<file path="config.mk">
export PLATFORM = sky130hd
export DESIGN_NAME = yarp_writeback_flat
export DESIGN_NICKNAME = d
export VERILOG_FILES = /design/src/rtl/yarp_writeback_if.sv /design/src/rtl/yarp_writeback.sv /design/src/flat_wrapper.sv
export SDC_FILE = /design/constraint.sdc
export NUM_CORES = 1
export LEC_CHECK = 0
export ABC_CLOCK_PERIOD_IN_PS = 3000
export CAP_MARGIN = 20
export CORE_MARGIN = 2
export CORE_UTILIZATION = 51
export CTS_BUF_LIST = sky130_fd_sc_hd__clkbuf_2
export DETAILED_ROUTE_END_ITERATION = 6
export PLACE_DENSITY = 0.83
export RECOVER_POWER = 25
export SKIP_LAST_GASP = 1
export SLEW_MARGIN = 40
export SYNTH_ARGS = -nofsm -noshare
export SYNTH_HDL_FRONTEND = slang
export SYNTH_SLANG_ARGS = --single-unit
</file>
<file path="constraint.sdc">
create_clock -name clk -period 3 [get_ports clk]
set_input_delay 0.3 -clock clk [delete_from_list [all_inputs] [get_ports clk]]
set_output_delay 0.3 -clock clk [all_outputs]
set_load 0.03 [all_outputs]
</file>
<file path="src/rtl/yarp_writeback_if.sv">
// Signal bundle between the writeback stage and its neighbours: the load-issue and
// load-response paths, the ALU result path, the register-file write port and the decode hazard query.
interface yarp_writeback_if;
  // Handshake rule: a transfer happens on a rising clk edge where valid and ready
  // are both 1. ld_rsp_valid_i has no ready and is always taken.
  logic        ld_issue_valid_i;
  logic        ld_issue_ready_o;
  logic [4:0]  ld_issue_rd_i;
  logic [2:0]  ld_issue_funct3_i;
  logic [1:0]  ld_issue_offset_i;
  logic        ld_rsp_valid_i;
  logic [31:0] ld_rsp_data_i;
  logic        alu_valid_i;
  logic        alu_ready_o;
  logic [4:0]  alu_rd_i;
  logic [31:0] alu_data_i;
  logic [4:0]  rd_addr_o;
  logic        wr_en_o;
  logic [31:0] wr_data_o;
  logic [4:0]  rs1_addr_i;
  logic [4:0]  rs2_addr_i;
  logic        hazard_o;

  modport slave (
    input  ld_issue_valid_i, ld_issue_rd_i, ld_issue_funct3_i, ld_issue_offset_i,
    input  ld_rsp_valid_i, ld_rsp_data_i,
    input  alu_valid_i, alu_rd_i, alu_data_i,
    input  rs1_addr_i, rs2_addr_i,
    output ld_issue_ready_o, alu_ready_o,
    output rd_addr_o, wr_en_o, wr_data_o, hazard_o
  );

  modport master (
    output ld_issue_valid_i, ld_issue_rd_i, ld_issue_funct3_i, ld_issue_offset_i,
    output ld_rsp_valid_i, ld_rsp_data_i,
    output alu_valid_i, alu_rd_i, alu_data_i,
    output rs1_addr_i, rs2_addr_i,
    input  ld_issue_ready_o, alu_ready_o,
    input  rd_addr_o, wr_en_o, wr_data_o, hazard_o
  );
endinterface

</file>
<file path="src/rtl/yarp_writeback.sv">
// Retire stage: merges ALU results and in-order load responses into one register-file
// write port, extends loaded bytes/halves, and tracks registers awaiting load data.
module yarp_writeback #(
  parameter int LD_DEPTH = 2
) (
  input  logic clk,
  input  logic reset_n,
  yarp_writeback_if.slave wb
);

  localparam int PTR_W = (LD_DEPTH > 1) ? $clog2(LD_DEPTH) : 1;
  localparam int CNT_W = $clog2(LD_DEPTH + 1);

  typedef struct packed {
    logic [4:0] rd;
    logic [2:0] funct3;
    logic [1:0] offset;
  } ld_meta_t;

  ld_meta_t          fifo_q [LD_DEPTH];
  logic [PTR_W-1:0]  wr_ptr_q;
  logic [PTR_W-1:0]  rd_ptr_q;
  logic [CNT_W-1:0]  count_q;
  logic [31:0]       busy_q;
  logic [31:0]       busy_next;

  logic              wr_en_q;
  logic              wr_is_load_q;
  logic [4:0]        rd_addr_q;
  logic [31:0]       wr_data_q;

  logic              fifo_full;
  logic              fifo_empty;
  logic              issue_rd_busy;
  logic              ld_push;
  logic              ld_pop;
  logic              alu_accept;
  ld_meta_t          issue_meta;
  ld_meta_t          head;
  logic [7:0]        ld_byte;
  logic [15:0]       ld_half;
  logic [31:0]       ld_result;

  function automatic logic [PTR_W-1:0] ptr_inc(input logic [PTR_W-1:0] p);
    if (p == PTR_W'(LD_DEPTH - 1)) return '0;
    return p + PTR_W'(1);
  endfunction

  function automatic logic rs_hazard(input logic [4:0] rs,
                                     input logic [31:0] busy,
                                     input logic we,
                                     input logic [4:0] wr_rd);
    return (rs != 5'd0) && (busy[rs] || (we && (wr_rd == rs)));
  endfunction

  assign fifo_full     = (count_q == CNT_W'(LD_DEPTH));
  assign fifo_empty    = (count_q == '0);
  assign issue_rd_busy = busy_q[wb.ld_issue_rd_i] && (wb.ld_issue_rd_i != 5'd0);

  // Readiness looks only at the current count; a response popping this cycle
  // does not make room for an issue in the same cycle.
  assign wb.ld_issue_ready_o = !fifo_full && !issue_rd_busy;
  assign wb.alu_ready_o      = !wb.ld_rsp_valid_i;

  assign ld_push    = wb.ld_issue_valid_i && wb.ld_issue_ready_o;
  assign ld_pop     = wb.ld_rsp_valid_i && !fifo_empty;
  assign alu_accept = wb.alu_valid_i && wb.alu_ready_o;

  assign issue_meta = '{rd:     wb.ld_issue_rd_i,
                        funct3: wb.ld_issue_funct3_i,
                        offset: wb.ld_issue_offset_i};
  assign head       = fifo_q[rd_ptr_q];

  // Load metadata storage; contents are don't-care while the slot is empty.
  always_ff @(posedge clk) begin
    if (ld_push) begin
      fifo_q[wr_ptr_q] <= issue_meta;
    end
  end

  always_ff @(posedge clk) begin
    if (!reset_n) begin
      wr_ptr_q <= '0;
      rd_ptr_q <= '0;
      count_q  <= '0;
    end else begin
      if (ld_push) wr_ptr_q <= ptr_inc(wr_ptr_q);
      if (ld_pop)  rd_ptr_q <= ptr_inc(rd_ptr_q);
      case ({ld_push, ld_pop})
        2'b10:   count_q <= count_q + CNT_W'(1);
        2'b01:   count_q <= count_q - CNT_W'(1);
        default: count_q <= count_q;
      endcase
    end
  end

  always_comb begin
    ld_byte   = 8'h00;
    ld_half   = 16'h0000;
    ld_result = wb.ld_rsp_data_i;
    case (head.offset)
      2'd0:    ld_byte = wb.ld_rsp_data_i[7:0];
      2'd1:    ld_byte = wb.ld_rsp_data_i[15:8];
      2'd2:    ld_byte = wb.ld_rsp_data_i[23:16];
      default: ld_byte = wb.ld_rsp_data_i[31:24];
    endcase
    ld_half = head.offset[1] ? wb.ld_rsp_data_i[31:16] : wb.ld_rsp_data_i[15:0];
    case (head.funct3)
      3'b000:  ld_result = {{24{ld_byte[7]}}, ld_byte};
      3'b100:  ld_result = {24'h000000, ld_byte};
      3'b001:  ld_result = {{16{ld_half[15]}}, ld_half};
      3'b101:  ld_result = {16'h0000, ld_half};
      default: ld_result = wb.ld_rsp_data_i;
    endcase
  end

  // Registered write port; a popped load always wins over the ALU.
  always_ff @(posedge clk) begin
    if (!reset_n) begin
      wr_en_q      <= 1'b0;
      wr_is_load_q <= 1'b0;
      rd_addr_q    <= 5'd0;
      wr_data_q    <= 32'd0;
    end else if (ld_pop) begin
      wr_en_q      <= (head.rd != 5'd0);
      wr_is_load_q <= 1'b1;
      rd_addr_q    <= head.rd;
      wr_data_q    <= ld_result;
    end else if (alu_accept) begin
      wr_en_q      <= (wb.alu_rd_i != 5'd0);
      wr_is_load_q <= 1'b0;
      rd_addr_q    <= wb.alu_rd_i;
      wr_data_q    <= wb.alu_data_i;
    end else begin
      wr_en_q      <= 1'b0;
      wr_is_load_q <= 1'b0;
    end
  end

  // A load's busy bit drops on the same edge the register file captures its data,
  // so decode never reads a stale value.
  always_comb begin
    busy_next = busy_q;
    if (wr_en_q && wr_is_load_q) begin
      busy_next[rd_addr_q] = 1'b0;
    end
    if (ld_push && (wb.ld_issue_rd_i != 5'd0)) begin
      busy_next[wb.ld_issue_rd_i] = 1'b1;
    end
    busy_next[0] = 1'b0;
  end

  always_ff @(posedge clk) begin
    if (!reset_n) begin
      busy_q <= 32'd0;
    end else begin
      busy_q <= busy_next;
    end
  end

  assign wb.rd_addr_o = rd_addr_q;
  assign wb.wr_en_o   = wr_en_q;
  assign wb.wr_data_o = wr_data_q;
  assign wb.hazard_o  = rs_hazard(wb.rs1_addr_i, busy_q, wr_en_q, rd_addr_q) ||
                        rs_hazard(wb.rs2_addr_i, busy_q, wr_en_q, rd_addr_q);

endmodule

</file>
<file path="src/flat_wrapper.sv">
// flat-port wrapper written by rule: the top's interface ports become plain ports
module yarp_writeback_flat 
#(
  parameter int LD_DEPTH = 2
)
  (clk, reset_n, wb_ld_issue_valid_i, wb_ld_issue_rd_i, wb_ld_issue_funct3_i, wb_ld_issue_offset_i, wb_ld_rsp_valid_i, wb_ld_rsp_data_i, wb_alu_valid_i, wb_alu_rd_i, wb_alu_data_i, wb_rs1_addr_i, wb_rs2_addr_i, wb_ld_issue_ready_o, wb_alu_ready_o, wb_rd_addr_o, wb_wr_en_o, wb_wr_data_o, wb_hazard_o);
  yarp_writeback_if wb_i ();
  input  logic clk;
  input  logic reset_n;
  input wire logic [$bits(wb_i.ld_issue_valid_i)-1:0] wb_ld_issue_valid_i;
  input wire logic [$bits(wb_i.ld_issue_rd_i)-1:0] wb_ld_issue_rd_i;
  input wire logic [$bits(wb_i.ld_issue_funct3_i)-1:0] wb_ld_issue_funct3_i;
  input wire logic [$bits(wb_i.ld_issue_offset_i)-1:0] wb_ld_issue_offset_i;
  input wire logic [$bits(wb_i.ld_rsp_valid_i)-1:0] wb_ld_rsp_valid_i;
  input wire logic [$bits(wb_i.ld_rsp_data_i)-1:0] wb_ld_rsp_data_i;
  input wire logic [$bits(wb_i.alu_valid_i)-1:0] wb_alu_valid_i;
  input wire logic [$bits(wb_i.alu_rd_i)-1:0] wb_alu_rd_i;
  input wire logic [$bits(wb_i.alu_data_i)-1:0] wb_alu_data_i;
  input wire logic [$bits(wb_i.rs1_addr_i)-1:0] wb_rs1_addr_i;
  input wire logic [$bits(wb_i.rs2_addr_i)-1:0] wb_rs2_addr_i;
  output wire logic [$bits(wb_i.ld_issue_ready_o)-1:0] wb_ld_issue_ready_o;
  output wire logic [$bits(wb_i.alu_ready_o)-1:0] wb_alu_ready_o;
  output wire logic [$bits(wb_i.rd_addr_o)-1:0] wb_rd_addr_o;
  output wire logic [$bits(wb_i.wr_en_o)-1:0] wb_wr_en_o;
  output wire logic [$bits(wb_i.wr_data_o)-1:0] wb_wr_data_o;
  output wire logic [$bits(wb_i.hazard_o)-1:0] wb_hazard_o;
  assign wb_i.ld_issue_valid_i = wb_ld_issue_valid_i;
  assign wb_i.ld_issue_rd_i = wb_ld_issue_rd_i;
  assign wb_i.ld_issue_funct3_i = wb_ld_issue_funct3_i;
  assign wb_i.ld_issue_offset_i = wb_ld_issue_offset_i;
  assign wb_i.ld_rsp_valid_i = wb_ld_rsp_valid_i;
  assign wb_i.ld_rsp_data_i = wb_ld_rsp_data_i;
  assign wb_i.alu_valid_i = wb_alu_valid_i;
  assign wb_i.alu_rd_i = wb_alu_rd_i;
  assign wb_i.alu_data_i = wb_alu_data_i;
  assign wb_i.rs1_addr_i = wb_rs1_addr_i;
  assign wb_i.rs2_addr_i = wb_rs2_addr_i;
  assign wb_ld_issue_ready_o = wb_i.ld_issue_ready_o;
  assign wb_alu_ready_o = wb_i.alu_ready_o;
  assign wb_rd_addr_o = wb_i.rd_addr_o;
  assign wb_wr_en_o = wb_i.wr_en_o;
  assign wb_wr_data_o = wb_i.wr_data_o;
  assign wb_hazard_o = wb_i.hazard_o;
  yarp_writeback #(.LD_DEPTH(LD_DEPTH)) u_core (.clk(clk), .reset_n(reset_n), .wb(wb_i));
endmodule
</file>
# After elaboration in Yosys (flattened, before gate mapping)

Memory sizes are Yosys's and may differ from the RTL's. A register that Yosys moved wholly into a read port is not among the register bits.
Index checks and enable logic that the tools add are counted.

Flip-flop bits (word level): 75
Memory bits (writable): 20
Output and inout port bits: 41
Memories: 1

$add $sub $neg: 4
Magnitude comparators: 6
Equality and inequality tests: 10
Mux-type cells: 37
Bitwise operators: 3
Reduce and logical (&&, ||, !) cells: 30

Memories:

| memory        | depth | width | read ports | clocked after Yosys merged registers in | write ports | line                 | RTL |
|---|---|---|---|---|---|---|---|
| u_core.fifo_q | 2     | 10    | 1          | 1                                       | 1           | yarp_writeback.sv:20 | `ld_meta_t fifo_q [LD_DEPTH];` |

Operators with widths:

| operator           | number |
|---|---|
| $mux 32            | 4 |
| $pmux 32 s4        | 1 |
| $and 32x32->32     | 1 |
| $not 32->32        | 1 |
| $or 32x32->32      | 1 |
| $reduce_bool 5->1  | 5 |
| $lt 5x6->1 const B | 4 |
| $pmux 8 s3         | 1 |
| $mux 1             | 22 |
| $mux 16            | 1 |
| $bmux 1 s5         | 3 |
| $logic_and 1x1->1  | 13 |
| $demux 1 s5        | 2 |
| $eq 5x5->1         | 2 |
| $ge 5x1->1 const B | 2 |
| $mux 5             | 2 |
| $eq 2x2->1 const B | 3 |
| $eq 3x3->1 const B | 2 |
| $eq 2x1->1 const B | 2 |
| $logic_not 1->1    | 4 |
| $logic_not 2->1    | 2 |
| $pmux 2 s2         | 1 |
| $reduce_bool 2->1  | 2 |
| $eq 3x1->1 const B | 1 |
| 5 further kinds    | 8 |

# Longest topological paths before layout

Gate-level depths: netlist of the first run.

Depth in word-level cells: 9
Depth in mapped cells: 11

# Worst setup path after synthesis of the first run

OpenSTA, ideal clock, no wires.

Path kind: in2reg
From: input port wb_ld_issue_rd_i[1]
To: memory u_core.fifo_q[1][0] (netlist bit), enable pin
Library setup time: 0.376 ns
Arrival: 2.358 ns
Data required time: 2.624 ns
Slack: 0.266 ns
Stages: 7
Path buffers: 1
Cells stage by stage: buf_2 -> mux2_2 -> a221oi_1 -> o21ai_1 -> nor3_4 -> nand2_4 -> nor2_1

Cells in the longest elaborated chain, start to end: 8
Elaborated cells on any way between the ends: 9
Those cells by class: mux: 4; reduce/logical: 5

Ends and longest elaborated chain:

| element                        | line                 | RTL |
|---|---|---|
| from (decl)                    | flat_wrapper.sv:11   | `input wire logic [$bits(wb_i.ld_issue_rd_i)-1:0] wb_ld_issue_rd_i;` |
| $bmux 1 s5                     | yarp_writeback.sv:58 | `assign issue_rd_busy = busy_q[wb.ld_issue_rd_i] && (wb.ld_issue_rd_i != 5'd0);` |
| $mux 1 (implied by the code)   | yarp_writeback.sv:58 |  |
| $logic_and 1x1->1 *            | yarp_writeback.sv:58 |  |
| $logic_not 1->1 *              | yarp_writeback.sv:62 | `assign wb.ld_issue_ready_o = !fifo_full && !issue_rd_busy;` |
| $logic_and 1x1->1 *            | yarp_writeback.sv:62 |  |
| net wb_ld_issue_ready_o        | flat_wrapper.sv:21   | `output wire logic [$bits(wb_i.ld_issue_ready_o)-1:0] wb_ld_issue_ready_o;` |
| $logic_and 1x1->1 *            | yarp_writeback.sv:65 | `assign ld_push = wb.ld_issue_valid_i && wb.ld_issue_ready_o;` |
| $mux 1 *                       | yarp_writeback.sv:76 | `if (ld_push) begin` |
| $mux 1 (implied by the code) * | yarp_writeback.sv:77 | `fifo_q[wr_ptr_q] <= issue_meta;` |
| to (decl)                      | yarp_writeback.sv:20 |  |

The timed path passes the listed nets; every way through them passes the cells marked *. The select of a mux whose other input is x is not followed.

# Worst setup path after layout of the first run

From: input port wb_ld_issue_rd_i[1]
To: output port wb_ld_issue_ready_o

Cells in the longest elaborated chain, start to end: 5
Elaborated cells on any way between the ends: 6
Those cells by class: mux: 2; reduce/logical: 4

Ends and longest elaborated chain:

| element                      | line |
|---|---|
| $bmux 1 s5                   | yarp_writeback.sv:58 |
| $mux 1 (implied by the code) | yarp_writeback.sv:58 |
| $logic_and 1x1->1 *          | yarp_writeback.sv:58 |
| $logic_not 1->1 *            | yarp_writeback.sv:62 |
| $logic_and 1x1->1 *          | yarp_writeback.sv:62 |
| to (decl)                    | flat_wrapper.sv:21 |

Every way passes the cells marked *; elsewhere a longest branch is shown, timed or not. The select of a mux whose other input is x is not followed.

==> results of run 1 <==
-- cell type report --
type | instances | area [sq um] | area share
tap | 136 | 170 | 0.0243
clock inverter | 4 | 46.3 | 0.00661
timing repair buffer | 164 | 1580 | 0.226
multi-input combinational | 398 | 3000 | 0.428
inverter | 12 | 45.0 | 0.00643
sequential | 95 | 2100 | 0.300
clock buffer | 12 | 60.1 | 0.00857
-- sequential cells by signal, indices dropped and copies added (netlist names), 2 cells and up, named ones only --
name                 flops
u_core.wb.wr_data_o     32
u_core.busy_q           31
u_core.fifo_q           20
u_core.wb.rd_addr_o      5
u_core.count_q           2
-- cell families (layout without fill, tap and decap cells) --
kind of cell	count (synthesis)	in the layout	synth area share
buffers and inverters	53	192	0.0424
and+or+nand+nor	168	168	0.158
AOI/OAI and AO/OA	153	153	0.205
adders and majority gates	1	1	0.00235
xor gates and xnor gates	13	13	0.0214
muxes	63	63	0.175
DFF	95	95	0.395
-- timing repair --
item / CTS / global route
pin swaps: 0 / 0
hold endpoints to repair: 0 / 0
resized for setup: 3 / 2
hold buffers: 0 / 0
setup endpoints to repair: 1 / 1
gates cloned: 0 / 0
-- placed cells by master, fill, tap and decap left out, types with 3 or more instances in the layout --
| cell | instances |
|---|---|
| a211oi_1 | 5 |
| a21oi_1 | 12 |
| a221oi_1 | 27 |
| a31oi_1 | 7 |
| and3_1 | 4 |
| buf_4 | 25 |
| clkbuf_1 | 3 |
| clkbuf_2 | 13 |
| clkdlybuf4s50_1 | 112 |
| dfxtp_1 | 73 |
| dlygate4sd3_1 | 20 |
| edfxtp_1 | 20 |
| inv_1 | 11 |
| mux2_2 | 5 |
| mux2i_1 | 35 |
| mux4_1 | 4 |
| mux4_2 | 18 |
| nand2_1 | 62 |
| nand3_1 | 12 |
| nand3b_1 | 6 |
| nand4_1 | 3 |
| nor2_1 | 31 |
| nor2b_1 | 5 |
| nor3_1 | 22 |
| nor4_1 | 4 |
| o211ai_1 | 29 |
| o21ai_0 | 43 |
| o21ai_1 | 5 |
| o21bai_1 | 5 |
| o221ai_1 | 6 |
| or3_1 | 4 |
| xnor2_1 | 3 |
| xor2_1 | 10 |
-- stage by stage --
step | instance area [sq um] | total power [uW] | setup slack (ns) | utilization | cells
global route | 7000 | 4420 | 0.105 | 0.685 | 821
detailed placement | 6900 | 3610 | -0.162 | 0.674 | 804
floorplan | 5320 | 2880 | 0.266 | - | 546
finish | 7000 | 4210 | 0.158 | 0.685 | 821
CTS | 7010 | 4210 | 0.0795 | 0.685 | 820
global placement | 6900 | 3540 | -0.108 | 0.674 | 804
-- worst max path at each step --
| stage | startpoint | endpoint |
|---|---|---|
| after floorplan | wb_ld_issue_rd_i[1] | u_core.fifo_q[1][0]$_DFFE_PP_ |
| after global placement | wb_rs1_addr_i[0] | wb_hazard_o |
| after detailed placement | wb_rs1_addr_i[0] | wb_hazard_o |
| after CTS | wb_rs1_addr_i[0] | wb_hazard_o |
| after global routing | wb_ld_issue_rd_i[1] | wb_ld_issue_ready_o |
| final | wb_ld_issue_rd_i[1] | wb_ld_issue_ready_o |
-- power by group --
part / switching, uW / internal (uW) / leakage (uW) / total (uW)
combinational: 1090 / 802 / 0.00168 / 1890
clock: 426 / 200 / 0.0000712 / 626
sequential: 169 / 1520 / 0.000800 / 1690
total: 1690 / 2520 / 0.00255 / 4210
-- worst max-delay path, delay by kind of cell --
| kind | cells | cell delay, ns |
|---|---|---|
| buffers and inverters | 4 | 1.26 |
| and+or+nand+nor | 2 | 0.46 |
| AOI/OAI and AO/OA | 2 | 0.52 |
-- routing by layer --
| layer | vias to the layer above | part of all wire |
|---|---|---|
| met5 | - | 0 |
| met4 | 0 | 0.033 |
| met3 | 53 | 0.094 |
| met2 | 327 | 0.46 |
| met1 | 2461 | 0.41 |
| li1 | 2368 | - |
==> out/qor.txt, run 1 <==
CP Max Fanout - 9
met2 usage - 0.481
top-count cell post-synth - dfxtp_1
Hold Path End - u_core.wb.wr_data_o[6]$_SDFFE_PN0P_
Max Fclk - 0.352 GHz
worst stage delay on the critical path - 0.62 ns
Cell variety after synth - 58
Post-synth top cells - dfxtp_1 (75), nand2_1 (62), o21ai_0 (42)
Starting Density - 0.520
Final Hold Viols - 0
initial antenna violation count - 0
worst-case clock buffer depth - 2
most frequent CP cell - buf_4
asr flop ratio synth - 0
setup TNS - 0 ns
worst r2r path cells - 5
routed via count - 5209
ys flop type - dfxtp_1
clk_lat worst skew - 0.56 ns
worst hold slack - 0.279 ns
RSZ-0062 raised after global routing - false
Seq cells post-synth - 95
Startpoint Class - primary input
detailed placer's ending HPWL - 12800 um
Die X-Extent - 106 um
synth top area cells - dfxtp_1 (28%), edfxtp_1 (11%), mux4_2 (7.6%)
H-tree depth - 3
Syn Nets - 641
register area share after synthesis - 0.395
per-cell routed wire length - 20.5 um
die area - 11300 sq um
worst reg2reg endpoint - u_core.wb.wr_data_o[30]$_SDFFE_PN0P_
GR peak layer - met2
number of I/O pins - 135
cell count after synthesis - 546
Avg Inst Size Synth - 9.74 sq um
nets - 775
number of DRC markers in iteration 0 - 533
fill count - 800
critical path type - in2out
clock sinks - 95
met1 Resource Use GR - 0.408
Power Density - 601 nW/um^2
GRT Util Overall - 0.302
Tightest Pin Transition - 1.46 ns
MaxCap Viol Count - 0
Post-synth EDFFs - 20
maximum VDD drop - 0.288 mV
vias in the first global route - 5092
Reg clk slew, reported paths - 0.25 ns
setup bufs post-CTS - 0
Final GP Congestion - 0.988
relative slew slack - 0.0284
CP Capture Type - output pin
row count - 37
outcome - complete, no violations
core area - 10200 sq um
Required @ worst endpoint - 2.70 ns
min-delay src - wb_alu_data_i[6]
LEAKAGE - 0.00255 uW
Hold Crit Class - in2reg
antenna-violating nets left - 0
Ys Warns - 0
WL final - 16800 um
Antenna Cells - 0
Final Max Slew Viols - 0
leading area contributor after synthesis - dfxtp_1
Synth Cell Area - 5320 sq um
CTS Root Cell - clkbuf_2
clk_skew - 0.0347 ns
Arr. time, crit path - 2.54 ns
final setup violation count - 0
layout cells sized above 1 - 0.126
fin crit period - 2.84 ns
worst-path cell chain - dlygate4sd3_1, clkbuf_1, nor2b_1, a221oi_1, o21ai_1, nor3_4, buf_4, buf_4
CTS Buf Count - 9
Area Overhead vs Synth - 31.7%
Die Ht - 106 um
CP max-delay cell - dlygate4sd3_1
fin crit share - 0.947
DRC viols - 0
largest net degree at the start of global routing - 37
reg2reg setup slack - 0.41 ns
Worst Hold Depth - 3
first-pass GRT wire length - 26700 um
global route total overflow - 0
met3 Resource Use GR - 0.0589
port bufs - 134
post-synth top area share - 0.282
drt first pass iters - 5
CTS tree - yes
Via density - 6.34
Power figures use the tool's default switching activity.
==> run 2: changes to the inputs <==
--- a/config.mk
+++ b/config.mk
@@ -13,6 +13,7 @@
 export DETAILED_ROUTE_END_ITERATION = 6
 export PLACE_DENSITY = 0.83
 export RECOVER_POWER = 25
+export SETUP_SLACK_MARGIN = 0.02
 export SKIP_LAST_GASP = 1
 export SLEW_MARGIN = 40
 export SYNTH_ARGS = -nofsm -noshare
==> results of run 2 <==
Same layout as run 1: the final DEF is identical, and so are final timing and power.
